<file path="config.mk">
export PLATFORM = sky130hd
export DESIGN_NAME = icetap_capture_ctrl
export DESIGN_NICKNAME = d
export VERILOG_FILES = /design/src/rtl/icetap_capture_ctrl.sv
export SDC_FILE = /design/constraint.sdc
export NUM_CORES = 1
export LEC_CHECK = 0
export CAP_MARGIN = 10
export CORE_MARGIN = 2
export CORE_UTILIZATION = 52
export DETAILED_ROUTE_END_ITERATION = 8
export HOLD_SLACK_MARGIN = 0.08
export PLACE_DENSITY = 0.85
export SLEW_MARGIN = 0
export SYNTH_ARGS = -nofsm -noshare
export SYNTH_HDL_FRONTEND = slang
export SYNTH_SLANG_ARGS = --single-unit
</file>
<file path="constraint.sdc">
create_clock -name src_clk -period 2.5 [get_ports src_clk]
set_input_delay 0.75 -clock src_clk [delete_from_list [all_inputs] [get_ports src_clk]]
set_output_delay 0.75 -clock src_clk [all_outputs]
set_load 0.01 [all_outputs]
</file>
<file path="src/rtl/icetap_capture_ctrl.sv">
// Capture sequencer for the icetap logic analyzer: walks IDLE/PRE/ARMED/POST/DONE, drives the
// capture RAM write port and the readout pointer, all in the sampled-signal clock domain.
module icetap_capture_ctrl #(
  parameter int unsigned ADDR_W = 4
) (
  input  logic              src_clk,
  input  logic              reset_,
  input  logic              cmd_valid,
  input  logic [1:0]        cmd_code,
  input  logic [ADDR_W-1:0] cmd_pre_trig,
  input  logic              store_match,
  input  logic              trigger_match,
  output logic              ram_wr_ena,
  output logic [ADDR_W-1:0] ram_wr_addr,
  input  logic              rd_start,
  input  logic              rd_next,
  output logic [ADDR_W-1:0] rd_addr,
  output logic [2:0]        status_state,
  output logic [ADDR_W-1:0] status_trig_addr
);

  typedef enum logic [2:0] {
    StIdle  = 3'd0,
    StPre   = 3'd1,
    StArmed = 3'd2,
    StPost  = 3'd3,
    StDone  = 3'd4
  } state_e;

  localparam logic [1:0] CmdArm   = 2'd1;
  localparam logic [1:0] CmdAbort = 2'd2;
  localparam logic [1:0] CmdForce = 2'd3;

  localparam logic [ADDR_W-1:0] One    = ADDR_W'(1);
  localparam logic [ADDR_W-1:0] MaxCnt = '1;

  state_e              state_q, state_d;
  logic [ADDR_W-1:0]   wr_addr_q, wr_addr_d;
  logic [ADDR_W-1:0]   rd_addr_q, rd_addr_d;
  logic [ADDR_W-1:0]   trig_addr_q, trig_addr_d;
  logic [ADDR_W-1:0]   pre_q, pre_d;
  logic [ADDR_W-1:0]   cnt_q, cnt_d;

  logic                cmd_arm, cmd_abort, cmd_force;
  logic                wr_en;
  logic [ADDR_W-1:0]   cnt_inc;
  logic [ADDR_W-1:0]   post_cnt;

  assign cmd_arm   = cmd_valid && (cmd_code == CmdArm);
  assign cmd_abort = cmd_valid && (cmd_code == CmdAbort);
  assign cmd_force = cmd_valid && (cmd_code == CmdForce);
  assign cnt_inc   = cnt_q + One;
  // Post-trigger samples still to take so the buffer ends up exactly DEPTH deep.
  assign post_cnt  = MaxCnt - pre_q;

  always_comb begin
    state_d     = state_q;
    wr_addr_d   = wr_addr_q;
    rd_addr_d   = rd_addr_q;
    trig_addr_d = trig_addr_q;
    pre_d       = pre_q;
    cnt_d       = cnt_q;
    wr_en       = 1'b0;

    // ARM and ABORT take priority over any match on the same cycle.
    if (cmd_arm) begin
      wr_addr_d = '0;
      cnt_d     = '0;
      pre_d     = cmd_pre_trig;
      state_d   = (cmd_pre_trig == '0) ? StArmed : StPre;
    end else if (cmd_abort) begin
      state_d = StIdle;
    end else begin
      case (state_q)
        StPre: begin
          if (store_match) begin
            wr_en = 1'b1;
            cnt_d = cnt_inc;
            if (cnt_inc == pre_q) state_d = StArmed;
          end
        end
        StArmed: begin
          if (trigger_match || cmd_force) begin
            wr_en       = 1'b1;
            trig_addr_d = wr_addr_q;
            cnt_d       = post_cnt;
            state_d     = (post_cnt == '0) ? StDone : StPost;
          end else if (store_match) begin
            wr_en = 1'b1;
          end
        end
        StPost: begin
          if (store_match) begin
            wr_en = 1'b1;
            cnt_d = cnt_q - One;
            if (cnt_q == One) state_d = StDone;
          end
        end
        StDone: begin
          if (rd_start) begin
            rd_addr_d = wr_addr_q;
          end else if (rd_next) begin
            rd_addr_d = rd_addr_q + One;
          end
        end
        default: ;
      endcase
    end

    if (wr_en) wr_addr_d = wr_addr_q + One;
  end

  always_ff @(posedge src_clk or negedge reset_) begin
    if (!reset_) begin
      state_q     <= StIdle;
      wr_addr_q   <= '0;
      rd_addr_q   <= '0;
      trig_addr_q <= '0;
      pre_q       <= '0;
      cnt_q       <= '0;
    end else begin
      state_q     <= state_d;
      wr_addr_q   <= wr_addr_d;
      rd_addr_q   <= rd_addr_d;
      trig_addr_q <= trig_addr_d;
      pre_q       <= pre_d;
      cnt_q       <= cnt_d;
    end
  end

  assign ram_wr_ena       = wr_en;
  assign ram_wr_addr      = wr_addr_q;
  assign rd_addr          = rd_addr_q;
  assign status_state     = state_q;
  assign status_trig_addr = trig_addr_q;

endmodule

</file>
; After elaboration in Yosys (flattened, before gate mapping)
; Index checks and enable logic that the tools add are counted.
; Widths: inputs -> output; s select.
[totals]
regBits = 23
in_bits = 13
elab_cells = 71
output_inout_bits = 16
[classes]
n_eq_ne = 18
n_bitwise = 2
n_reduce_logical = 15
mux = 25
addsub = 5
[op_table]
columns = operator, n
row1 = $mux 4, 9
row2 = $mux 3, 8
row3 = $ne 4x4->1 const B, 5
row4 = $add 4x1->4 const B, 3
row5 = $pmux 4 s3, 1
row6 = $ne 3x3->1 const B, 3
row7 = $pmux 3 s3, 1
row8 = $logic_not 4->1, 2
row9 = $reduce_and 4->1, 2
row10 = $eq 3x2->1 const B, 2
row11 = $reduce_and 6->1, 1
row12 = $reduce_and 5->1, 1
row13 = $reduce_bool 5->1, 1
row14 = $eq 2x2->1 const B, 2
row15 = $eq 4x1->1 const B, 1
row16 = $eq 4x4->1, 1
row17 = $mux 1, 4
row18 = $reduce_bool 2->1, 2
row19 = $reduce_bool 4->1, 1
row20 = $sub 4x1->4 const B, 1
row21 = $sub 4x4->4 const A, 1
row22 = $eq 3x1->1 const B, 1
row23 = $eq 3x3->1 const B, 1
row24 = $logic_and 1x1->1, 3
row25 = 7 further kinds, 8

; Logic depth before layout (Yosys ltp)
[logic_depth]
depth_word = 8
depth_mapped = 6
mapped_depth_nobuf = 6

; Worst setup path before layout
; OpenSTA, ideal clock, no wires.
[synth_path]
path_type = input to output
startpoint = in cmd_valid
endpoint = out ram_wr_ena
stages = 4
n_path_buf = 1
slack_ns = 0.091
t_arrival_ns = 1.659
required_time_ns = 1.750
path_cell_list = clkbuf_1 a21oi_1 o32a_4 nor3_1
[synth_between]
elab_chain_len = 6
word_cells_on_any_way = 8
cone_classes = 4 x mux / 4 x reduce/logical
[synth_lines]
columns = element, line_no
row1 = start: declaration, 8  ; input logic cmd_valid,
row2 = $logic_and 1x1->1, 51  ; assign cmd_force = cmd_valid && (cmd_code == CmdForce);
row3 = $logic_or 1x1->1, 83  ; if (trigger_match || cmd_force) begin
row4 = $mux 1, 83
row5 = $pmux 1 s2, 74  ; case (state_q)
row6 = $mux 1, 71  ; end else if (cmd_abort) begin
row7 = $mux 1 (*), 66  ; if (cmd_arm) begin
row8 = end: declaration, 13  ; output logic ram_wr_ena,
; Every way passes the cells marked *; elsewhere a longest branch is shown, timed or not.

; Worst setup path in the final report
[layout_path]
startpoint = in store_match
endpoint = out ram_wr_ena
[layout_between]
elab_chain_len = 5
[layout_lines]
columns = element, line_no
row1 = start: declaration, 11  ; input logic store_match,
row2 = $mux 1 (*), "76, 88, 93"
row3 = $mux 1, 83
row4 = $pmux 1 s2 (*), 74
row5 = $mux 1 (*), 71
row6 = $mux 1 (*), 66
; Marks and branches as above.

==> run summary <==
Setup crit start kind: input pin
CTS Buffer Depth: 2
Chip Height: 59.11 um
Horiz. Die Dim: 59.11 um
layout cells sized above 1: 22.27%
status: completed
Clock Sinks: 23
Nets: 230
# DRC: 0
# rows: 19
final hold vios: 0
TritonCTS clock tree: yes
Placed Area: 2027 um2
HPWL Detailed: 3008 um
# port buffers: 28
count leader, synth: dfrtp_1
Max-Cap Viols: 0
critical path endpoint category: output pin
post-synthesis async set-or-reset flop share: 100.0%
post-CTS setup buffers: 0
antenna viol nets, final: 0
Gate Count Post-Synth: 166
post-synth top area cell: dfrtp_1
max_slew headroom: 69.76%
post-synth top area share: 36.45%
EDFF count, synth: 0
post-route insts no fill: 242
Tcrit/Tclk final: 97.73%
DR pass1 iterations: 4
Total GRT Usage: 25.53%
Adder-Cell Fraction of Synth Area: 3.962%
Layout area overhead: 30.11%
clock slew at reported path FFs: 130 ps
Initial Util: 55.82%
global-route congestion overflow total: 0
crit-path max FO: 2
maximum clock frequency: 409.3 MHz
Post-synth top flop: dfrtp_1
total power draw: 0.002207 W
critical path class: input pin to output pin
post-route cell area: 2054 um2
Leakage: 0.8981 nW
GP Congestion: 0.8498
Worst Hold Class: flip-flop to flip-flop
initial antenna violation count: 0
first-pass GRT wire length: 6831 um
DR iter-0 viols: 83
Antenna Cells: 0
main combinational cell family by area after synthesis: compound AO/OA/AOI/OAI gates
root buffer cell: clkbuf_4
Mean Syn Cell Area: 9.512 um2
CP required: 1750 ps
Syn Std Cell Area: 1579 um2
area occupied by multi-input gates: 945.9 um2
Netlist cell types: 51
Final setup viols: 0
number of global-route vias before repair: 1500
placed cells: 238
compound-gate portion of the synthesized area: 21.24%
Synth Area in Simple Gates: 19.18%
XOR/XNOR Fraction of Synth Area: 3.883%
pwr dens: 1074 nW/um2
overall routed net length: 3913 um
register area share after synthesis: 36.45%
Layout Skew: 1.968 ps
Slew @ Worst Pin: 449.5 ps
Slew Limit Fails: 0
most instantiated cells after synthesis: dfrtp_1 (23), a21oi_1 (13), nor2_1 (11)
Synth area leaders: dfrtp_1 (36%), mux2_2 (6.4%), mux2i_1 (4.4%)
IO Count: 29
Clock Latency Late Sink: 320 ps
mux share of post-synthesis cell area: 10.86%
peak supply drop: 750.8 uV
routed len/inst: 16.17 um
FF+latch count, synth: 23
RSZ-0062 raised after global routing: false
CORE AREA: 2829 um2
# fillers: 197
Critical Path AT: 1690 ps
Mapped Nets: 184
pin count of the biggest net entering global routing: 24
Vias: 1544
Die Area: 3493 um2
post-route minimum period: 2443 ps
CTS Hold Bufs: 0
htree depth: 1
CTS buffer count: 3
Vias/cell: 6.380
FF/Latch Area: 575.6 um2
Synth warnings: 0
[timing repair]
action	4_1_cts	5_1_grt
gates resized for setup	12	0
endpoints found under the setup margin	1	0
hold endpoints to repair	0	0
[path summary, 6_finish.rpt]
path | start | end | slack (ps) | depth (start not counted)
worst max-delay path | store_match | ram_wr_ena | 60 | 5
worst min-delay path | status_trig_addr[3]$_DFFE_PN0P_ | status_trig_addr[3]$_DFFE_PN0P_ | 520 | 1
min in group asynchronous | reset_ | status_state[1]$_DFFE_PN0P_ | 760 | 2
max in group asynchronous | reset_ | cnt_q[3]$_DFFE_PN0P_ | 1500 | 2
worst min register to register | status_trig_addr[3]$_DFFE_PN0P_ | status_trig_addr[3]$_DFFE_PN0P_ | 520 | 1
worst max register to register | cnt_q[0]$_DFFE_PN0P_ | status_state[1]$_DFFE_PN0P_ | 530 | 5
[metal layers]
| metal | routed length [um] | up-vias | GRT usage [%] |
|---|---|---|---|
| met1 | 1647 | 737 | 34.08 |
| met5 | 0 | - | 0 |
| li1 | - | 717 | - |
| met4 | 113 | 0 | 9.416 |
| met2 | 1866 | 76 | 42.38 |
| met3 | 287 | 14 | 3.275 |
[state kept, by name, summed over array words and instances (netlist names)]
signal            count
status_state          3
rd_addr               4
cnt_q                 4
ram_wr_addr           4
pre_q                 4
status_trig_addr      4
[report_power, final]
group	total [W]	internal, W	switching (W)
Combinational	0.00134	0.000721	0.000621
Clock	0.000179	0.0000625	0.000116
Sequential	0.000686	0.000512	0.000174
[cell type report]
| cell class | instances | area share (%) |
|---|---|---|
| clock buffer | 4 | 1.279 |
| inverter | 7 | 1.279 |
| multi-input combinational | 126 | 46.04 |
| sequential | 23 | 28.01 |
| tap | 31 | 1.888 |
| timing repair buffer | 51 | 21.50 |
[critical path, cell delays in order]
cell and delay [ps]:
dlygate4sd2_1 230, inv_1 60, o32a_4 360, nor3_2 140, buf_2 150
[cells in the final DEF (no fill, tap or decap), drive strengths merged, types with 7 or more instances in the layout]
cell | Yosys | routed
a21oi | 13 | 13
buf | 4 | 24
clkdlybuf4s50 | 0 | 22
dfrtp | 23 | 23
inv | 7 | 7
mux2 | 9 | 9
mux2i | 7 | 7
nand2 | 7 | 7
nor2 | 11 | 11
o21ai | 8 | 8
[kinds of logic after synthesis]
logic type / count (synthesis)
and+or+nand+nor: 52
AOI/OAI and AO/OA: 46
DFF: 23
buffers and inverters: 17
muxes: 16
xor gates and xnor gates: 7
adders and majority gates: 5
[metrics by stage]
step                worst slack [ps]  utilization (%)  hold slack (ps)  setup TNS [ps]
floorplan                      90.76                -            454.4               0
global placement              -676.9            71.65            488.3          -735.7
detailed placement            -632.7            71.65            497.0          -699.0
CTS                            50.17            72.62            526.1               0
global route                   6.416            72.62            540.9               0
finish                         56.81            72.62            524.0               0
Power figures use the tool's default switching activity.
